===== config.mk =====
export PLATFORM = sky130hd
export DESIGN_NAME = image_frame_writer
export DESIGN_NICKNAME = d
export VERILOG_FILES = /design/src/rtl/image_pkg.sv /design/src/rtl/image_frame_writer_raster_decimator.sv /design/src/rtl/image_frame_writer.sv
export SDC_FILE = /design/constraint.sdc
export NUM_CORES = 1
export LEC_CHECK = 0
export ABC_AREA = 0
export ABC_CLOCK_PERIOD_IN_PS = 4000
export CAP_MARGIN = 20
export CORE_MARGIN = 4
export CORE_UTILIZATION = 25
export DETAILED_ROUTE_END_ITERATION = 8
export SKIP_LAST_GASP = 1
export SLEW_MARGIN = 20
export SYNTH_ARGS = -nofsm -noshare
export SYNTH_HDL_FRONTEND = slang
export SYNTH_HIERARCHICAL = 1
export SYNTH_SLANG_ARGS = --single-unit

===== constraint.sdc =====
create_clock -name clk -period 4 [get_ports clk]
set_input_delay 1.2 -clock clk [delete_from_list [all_inputs] [get_ports clk]]
set_output_delay 1.2 -clock clk [all_outputs]
set_load 0.02 [all_outputs]

===== src/rtl/image_pkg.sv =====
// Shared constants for the 240x240 image memory and the writer FSM state encoding.
// Used by both the write side and the display-side address generator.
package image_pkg;

    localparam int SRC_W  = 480;
    localparam int SRC_H  = 480;
    localparam int DIV_BY = 1;
    localparam int IMG_W  = SRC_W >> DIV_BY;
    localparam int IMG_H  = SRC_H >> DIV_BY;
    localparam int ADDR_W = 16;
    localparam int DATA_W = 8;

    localparam logic [1:0] ST_IDLE   = 2'd0;
    localparam logic [1:0] ST_ACTIVE = 2'd1;
    localparam logic [1:0] ST_DONE   = 2'd2;

    // Counter width able to hold the saturation value max(w, h).
    function automatic int cnt_width(input int w, input int h);
        return $clog2(((w > h) ? w : h) + 1);
    endfunction

endpackage


===== src/rtl/image_frame_writer_raster_decimator.sv =====
// Raster position tracking for the frame writer: x/y counters, keep decision and
// the running row base, so the write address is formed without a multiplier.
module raster_decimator #(
    parameter int SRC_W  = 480,
    parameter int SRC_H  = 480,
    parameter int DIV_BY = 1,
    parameter int IMG_W  = 240,
    parameter int ADDR_W = 16,
    parameter int CNT_W  = 9
) (
    input  logic              clk,
    input  logic              reset,
    input  logic              beat,
    input  logic              sof,
    input  logic              eol,
    output logic              keep,
    output logic [ADDR_W-1:0] addr,
    output logic              last_line
);

    localparam logic [CNT_W-1:0]  X_MAX    = CNT_W'(SRC_W);
    localparam logic [CNT_W-1:0]  Y_MAX    = CNT_W'(SRC_H);
    localparam logic [CNT_W-1:0]  Y_LAST   = CNT_W'(SRC_H - 1);
    localparam logic [CNT_W-1:0]  SUB_MASK = CNT_W'((1 << DIV_BY) - 1);
    localparam logic [CNT_W-1:0]  ONE      = CNT_W'(1);
    localparam logic [CNT_W-1:0]  ZERO     = {CNT_W{1'b0}};
    localparam logic [ADDR_W-1:0] PITCH    = ADDR_W'(IMG_W);

    logic [CNT_W-1:0]  x_q, x_d, y_q, y_d, x_eff, y_eff;
    logic [ADDR_W-1:0] row_base_q, row_base_d, rb_eff;

    // A sof beat is evaluated as position (0,0) regardless of the old counters.
    always_comb begin
        x_eff      = sof ? ZERO : x_q;
        y_eff      = sof ? ZERO : y_q;
        rb_eff     = sof ? {ADDR_W{1'b0}} : row_base_q;
        keep       = ((x_eff & SUB_MASK) == ZERO) && ((y_eff & SUB_MASK) == ZERO) &&
                     (x_eff < X_MAX) && (y_eff < Y_MAX);
        addr       = rb_eff + ADDR_W'(x_eff >> DIV_BY);
        last_line  = (y_q == Y_LAST);
        x_d        = x_q;
        y_d        = y_q;
        row_base_d = row_base_q;
        if (beat) begin
            if (eol) begin
                x_d        = ZERO;
                y_d        = (y_eff < Y_MAX) ? (y_eff + ONE) : y_eff;
                row_base_d = ((y_eff & SUB_MASK) == SUB_MASK) ? (rb_eff + PITCH) : rb_eff;
            end else begin
                x_d        = (x_eff < X_MAX) ? (x_eff + ONE) : X_MAX;
                y_d        = y_eff;
                row_base_d = rb_eff;
            end
        end else begin
            x_d        = x_q;
            y_d        = y_q;
            row_base_d = row_base_q;
        end
    end

    // Position state.
    always_ff @(posedge clk or posedge reset) begin
        if (reset) begin
            x_q        <= ZERO;
            y_q        <= ZERO;
            row_base_q <= {ADDR_W{1'b0}};
        end else begin
            x_q        <= x_d;
            y_q        <= y_d;
            row_base_q <= row_base_d;
        end
    end

endmodule


===== src/rtl/image_frame_writer.sv =====
// Decimating raster-to-BRAM frame writer: FSM, registered write port and bank logic.
// Optional DOUBLE_BUFFER_EN adds a wr_bank output (MSB of the physical write address).
module image_frame_writer #(
    parameter int SRC_W  = image_pkg::SRC_W,
    parameter int SRC_H  = image_pkg::SRC_H,
    parameter int DIV_BY = image_pkg::DIV_BY,
    parameter int IMG_W  = image_pkg::IMG_W,
    parameter int DATA_W = image_pkg::DATA_W,
    parameter int ADDR_W = image_pkg::ADDR_W
) (
    input  logic              clk,
    input  logic              reset,
    input  logic              pix_valid,
    input  logic              pix_sof,
    input  logic              pix_eol,
    input  logic [DATA_W-1:0] pix_data,
    output logic              we,
    output logic [ADDR_W-1:0] waddr,
    output logic [DATA_W-1:0] wdata,
    output logic              busy,
    output logic              frame_done,
    output logic              frame_abort,
`ifdef DOUBLE_BUFFER_EN
    output logic              wr_bank,
`endif
    output logic              disp_bank
);
    import image_pkg::*;

    localparam int CNT_W = cnt_width(SRC_W, SRC_H);

    logic [1:0]        state_q, state_d;
    logic              we_q, we_d, busy_q, busy_d, done_q, done_d, abort_q, abort_d;
    logic [ADDR_W-1:0] waddr_q, waddr_d;
    logic [DATA_W-1:0] wdata_q, wdata_d;
    logic              final_s, sof_s, beat_s, keep_s, last_line_s;
    logic [ADDR_W-1:0] addr_s;

    raster_decimator #(
        .SRC_W (SRC_W),
        .SRC_H (SRC_H),
        .DIV_BY(DIV_BY),
        .IMG_W (IMG_W),
        .ADDR_W(ADDR_W),
        .CNT_W (CNT_W)
    ) u_dec (
        .clk      (clk),
        .reset    (reset),
        .beat     (beat_s),
        .sof      (sof_s),
        .eol      (pix_eol),
        .keep     (keep_s),
        .addr     (addr_s),
        .last_line(last_line_s)
    );

    // The final eol of a frame wins over a coincident sof.
    always_comb begin
        final_s = pix_valid && pix_eol && last_line_s && (state_q == ST_ACTIVE);
        sof_s   = pix_valid && pix_sof &&
                  ((state_q == ST_IDLE) || ((state_q == ST_ACTIVE) && !final_s));
        beat_s  = pix_valid && ((state_q == ST_ACTIVE) || sof_s);
        state_d = state_q;
        case (state_q)
            ST_IDLE:   state_d = sof_s ? ST_ACTIVE : ST_IDLE;
            ST_ACTIVE: state_d = final_s ? ST_DONE : ST_ACTIVE;
            ST_DONE:   state_d = ST_IDLE;
            default:   state_d = ST_IDLE;
        endcase
        we_d    = beat_s && keep_s;
        waddr_d = addr_s;
        wdata_d = pix_data;
        busy_d  = (state_d == ST_ACTIVE);
        done_d  = (state_d == ST_DONE);
        abort_d = sof_s && (state_q == ST_ACTIVE);
    end

    // FSM and registered write/status outputs.
    always_ff @(posedge clk or posedge reset) begin
        if (reset) begin
            state_q <= ST_IDLE;
            we_q    <= 1'b0;
            waddr_q <= {ADDR_W{1'b0}};
            wdata_q <= {DATA_W{1'b0}};
            busy_q  <= 1'b0;
            done_q  <= 1'b0;
            abort_q <= 1'b0;
        end else begin
            state_q <= state_d;
            we_q    <= we_d;
            waddr_q <= waddr_d;
            wdata_q <= wdata_d;
            busy_q  <= busy_d;
            done_q  <= done_d;
            abort_q <= abort_d;
        end
    end

    assign we          = we_q;
    assign waddr       = waddr_q;
    assign wdata       = wdata_q;
    assign busy        = busy_q;
    assign frame_done  = done_q;
    assign frame_abort = abort_q;

`ifdef DOUBLE_BUFFER_EN
    logic bank_q, bank_d, disp_q, disp_d, wbank_q, wbank_d;

    // Banks swap at the end of the DONE cycle, after the frame's last write has gone out.
    always_comb begin
        if (state_q == ST_DONE) begin
            bank_d = ~bank_q;
            disp_d = bank_q;
        end else begin
            bank_d = bank_q;
            disp_d = disp_q;
        end
        wbank_d = bank_q;
    end

    // Bank registers; wbank_q travels with the registered write.
    always_ff @(posedge clk or posedge reset) begin
        if (reset) begin
            bank_q  <= 1'b0;
            disp_q  <= 1'b0;
            wbank_q <= 1'b0;
        end else begin
            bank_q  <= bank_d;
            disp_q  <= disp_d;
            wbank_q <= wbank_d;
        end
    end

    assign wr_bank   = wbank_q;
    assign disp_bank = disp_q;
`else
    assign disp_bank = 1'b0;
`endif

endmodule


==> flow_summary.ini <==
[routing]
drt_first_iter_violations = 172
vias = 2659
postRouteAntennaNets = 0
firstDrtPassIters = 5
route.detailed.drc = 0
viasPerCell = 4.649
wl_um = 7261
avgRoutedWirePerCell_um = 12.69

[grt]
grt_remaining_overflow = 0
first_global_vias = 2653
global_route_wire_length_before_repair_um = 12530
grt_max_degree = 48
grt_antenna_before_repair = 0
grt_util_all_layers_pct = 10.37

[sta]
worst_max_slew_pin_slew_ns = 0.5249
finalMaxSlewViolations = 0
setup_viol_count_final = 0
finalHoldViolCount = 0
clock-skew-final_ns = 0.009614
max_slew_headroom_pct = 64.92
grt_setup_unrepaired = no
portion_of_the_clock_cycle_consumed_by_the_worst_path_in_the_final_layout_pct = 84.85
totalNegativeSetupSlack_ns = 0
clock.fmax_ghz = 0.2946
period_minus_slack_ns = 3.394

[logic_synthesis]
synth_top_cell_by_area = dfrtp_1
yosysUniqueCellTypes = 56
synth_adder_area_share_pct = 2.241
synth-edff-count = 0
largest_family_of_logic_cells_by_synthesized_area = simple AND/OR/NAND/NOR gates
async_flop_share_pct = 100.0
yosys.area_share.simple_pct = 21.37
synth_top_cell_area_share_pct = 47.81
sequential_area_share_after_synthesis_pct = 47.81
post_synthesis_mux_area_share_pct = 0.6350
synth.cell_area_um2 = 3349
yosysWarningCount = 6
synth_xor_xnor_area_share_pct = 5.753
ys_seq_elements = 64
synth_area_leaders = dfrtp_1 (48%), nand2_1 (4.3%), nor2_1 (3.7%)
yosys_most_used_dff = dfrtp_1
syn_nets = 370
synth_area_in_compound_gates_pct = 16.06
post_synth_inst_count = 351
synthesis.area_per_instance_um2 = 9.543

[floorplanning]
die-area_um2 = 15310
core-area_um2 = 13190
io-pin-count = 42
std_cell_rows = 42
die_w_um = 123.8
initial_utilization_pct = 25.39
fp.dieH_um = 123.8

[layout]
final_common_cell = dfrtp_1
postLayoutCellArea_um2 = 4197
antennaDiodeCount = 0
layout_common_cells = dfrtp_1 (64), clkdlybuf4s50_1 (40), nand2_1 (38)
nNetsFinal = 412
count_of_non_filler_cells_in_the_finished_layout = 572
post_route_cells_drive_above_1_share_pct = 9.343
area.growth.synth_to_final_pct = 25.29

[power_and_ir_drop]
total_power_mw = 1.813
p_leak_nw = 1.744
switchingPower_mw = 0.4945
powerDensity_nw_per_um2 = 432.1
power.ir.vdd_worst_mv = 0.2054
internal_power_mw = 1.319
fraction_of_power_spent_switching_nets_pct = 27.28
power_frac_clock_pct = 39.7
pwr-share-comb_pct = 17.1
seq_power_share_pct = 43.1

[critical_path]
setup.worst_path.class = input port to flip-flop
timing.rr.end = waddr[13]$_DFF_PP0_
worst_setup_path_start_kind = input port
worst_ep_arrival_time_ns = 3.64
critPathMaxFanout = 4
rr_worst_depth = 13
worst-r2r-setup-slack_ns = 0.89
r2r-start = u_dec/y_q[2]$_DFFE_PP0P_
cp-end-kind = flip-flop
cp_data_required_time_ns = 4.25

[placement]
detailed_place_hpwl_um = 5189
place.detailed.instances = 558
routabilityCongestion = 0.7881
io_buffer_count = 40
detailed_place.area_um2 = 3923

[clock_tree]
cts_hold_buffers = 0
cts.reportedPaths.clkPinSlew_ns = 0.05
tritoncts.num_buffers = 9
cts_tree = built
cts_htree_levels = 3
clock_tree.root_cell = clkbuf_16
worst_skew_pair.late_latency_ns = 0.33
postCtsResizedCells = 0
numClockSinks = 64
cts.path.max_buffers = 2
post_cts_setup_buffers = 0

[min_path]
hold_start = state_q[1]$_DFF_PP0_
timing.hold.worst_path_depth = 1
worst_hold_path_type = flip-flop to flip-flop
min_to = state_q[0]$_DFF_PP0_

[run_status]
run_status = finished clean

[flow_run]
drv.max_cap_violation_count = 0
[how the worst max path moves through the flow]
stage / startpoint / endpoint / slack, ns / cells after the start
detailed placement: pix_eol / waddr[13]$_DFF_PP0_ / 0.25 / 11
global placement: pix_valid / waddr[14]$_DFF_PP0_ / 0.23 / 13
global route: pix_valid / waddr[14]$_DFF_PP0_ / 0.31 / 13
floorplan: pix_eol / waddr[9]$_DFF_PP0_ / 0.31 / 14
CTS: pix_eol / waddr[13]$_DFF_PP0_ / 0.59 / 11
finish: pix_eol / waddr[13]$_DFF_PP0_ / 0.61 / 11
[through the flow]
step / hold WS [ns] / util, % / setup WS, ns
floorplan: 0.4386 / - / 0.3060
global placement: 0.4593 / 29.74 / 0.2328
detailed placement: 0.4663 / 29.74 / 0.2477
CTS: 0.4733 / 31.82 / 0.5853
global route: 0.4925 / 31.82 / 0.3081
finish: 0.4698 / 31.82 / 0.6058
[area by class of cell]
type / instances / area (um2)
inverter: 13 / 48.80
multi-input combinational: 253 / 1549
fill: 1339 / 8994
sequential: 64 / 1602
clock buffer: 14 / 274.0
timing repair buffer: 52 / 503.0
tap: 176 / 220.2
[logic make-up after synthesis]
kind of cell,after synthesis
AO/OA/AOI/OAI,82
XOR/XNOR,22
adder cells (fa/ha/maj),6
buffers and inverters,34
flip-flops,64
multiplexers,2
other,1
AND/OR/NAND/NOR,140
[cells in the mapped netlist, drive strengths merged (4+ instances only)]
cell type and n:
dfrtp 64, o211ai 4, clkbuf 15, a22oi 4, o21ai 24, xor2 11
o31ai 4, nand2b 4, nor2b 13, nor3b 4, nand2 38, and2 5
buf 6, nand3 17, nor3 5, or3 4, a21oi 20, ha 6
xnor2 11, inv 12, nor2 33
[power groups by stage]
stage / logic, mW / clock network [mW] / registers (mW)
after global placement: 0.309 / 0 / 0.789
after CTS: 0.316 / 0.741 / 0.782
after floorplan: 0.205 / 0 / 0.790
final: 0.311 / 0.721 / 0.782
after detailed placement: 0.315 / 0 / 0.792
after global routing: 0.348 / 0.767 / 0.795
[critical path, cell delays in order]
cell and delay [ns]:
clkdlybuf4s50_1 0.48, nand3_1 0.12, nor2b_2 0.21, nor2_1 0.15, ha_1 0.22, a21oi_1 0.08
o221ai_2 0.16, nor3b_4 0.28, a41oi_2 0.22, or3_1 0.35, a21oi_1 0.16
[state kept, by name, summed over array words and instances, names as in the netlist]
signal            cells
u_dec/row_base_q     16
waddr                16
u_dec/x_q             9
u_dec/y_q             9
wdata                 8
state_q               2
busy                  1
frame_abort           1
frame_done            1
we                    1
[metal layers]
layer / global-route usage [%] / wire (um) / vias up
met2: 16.56 / 3390 / 69
met5: 0 / 0 / -
met3: 2.861 / 356 / 16
met4: 4.983 / 184 / 0
met1: 12.93 / 3329 / 1271
li1: - / - / 1303
Note: power is estimated with default switching activity, not from simulation.
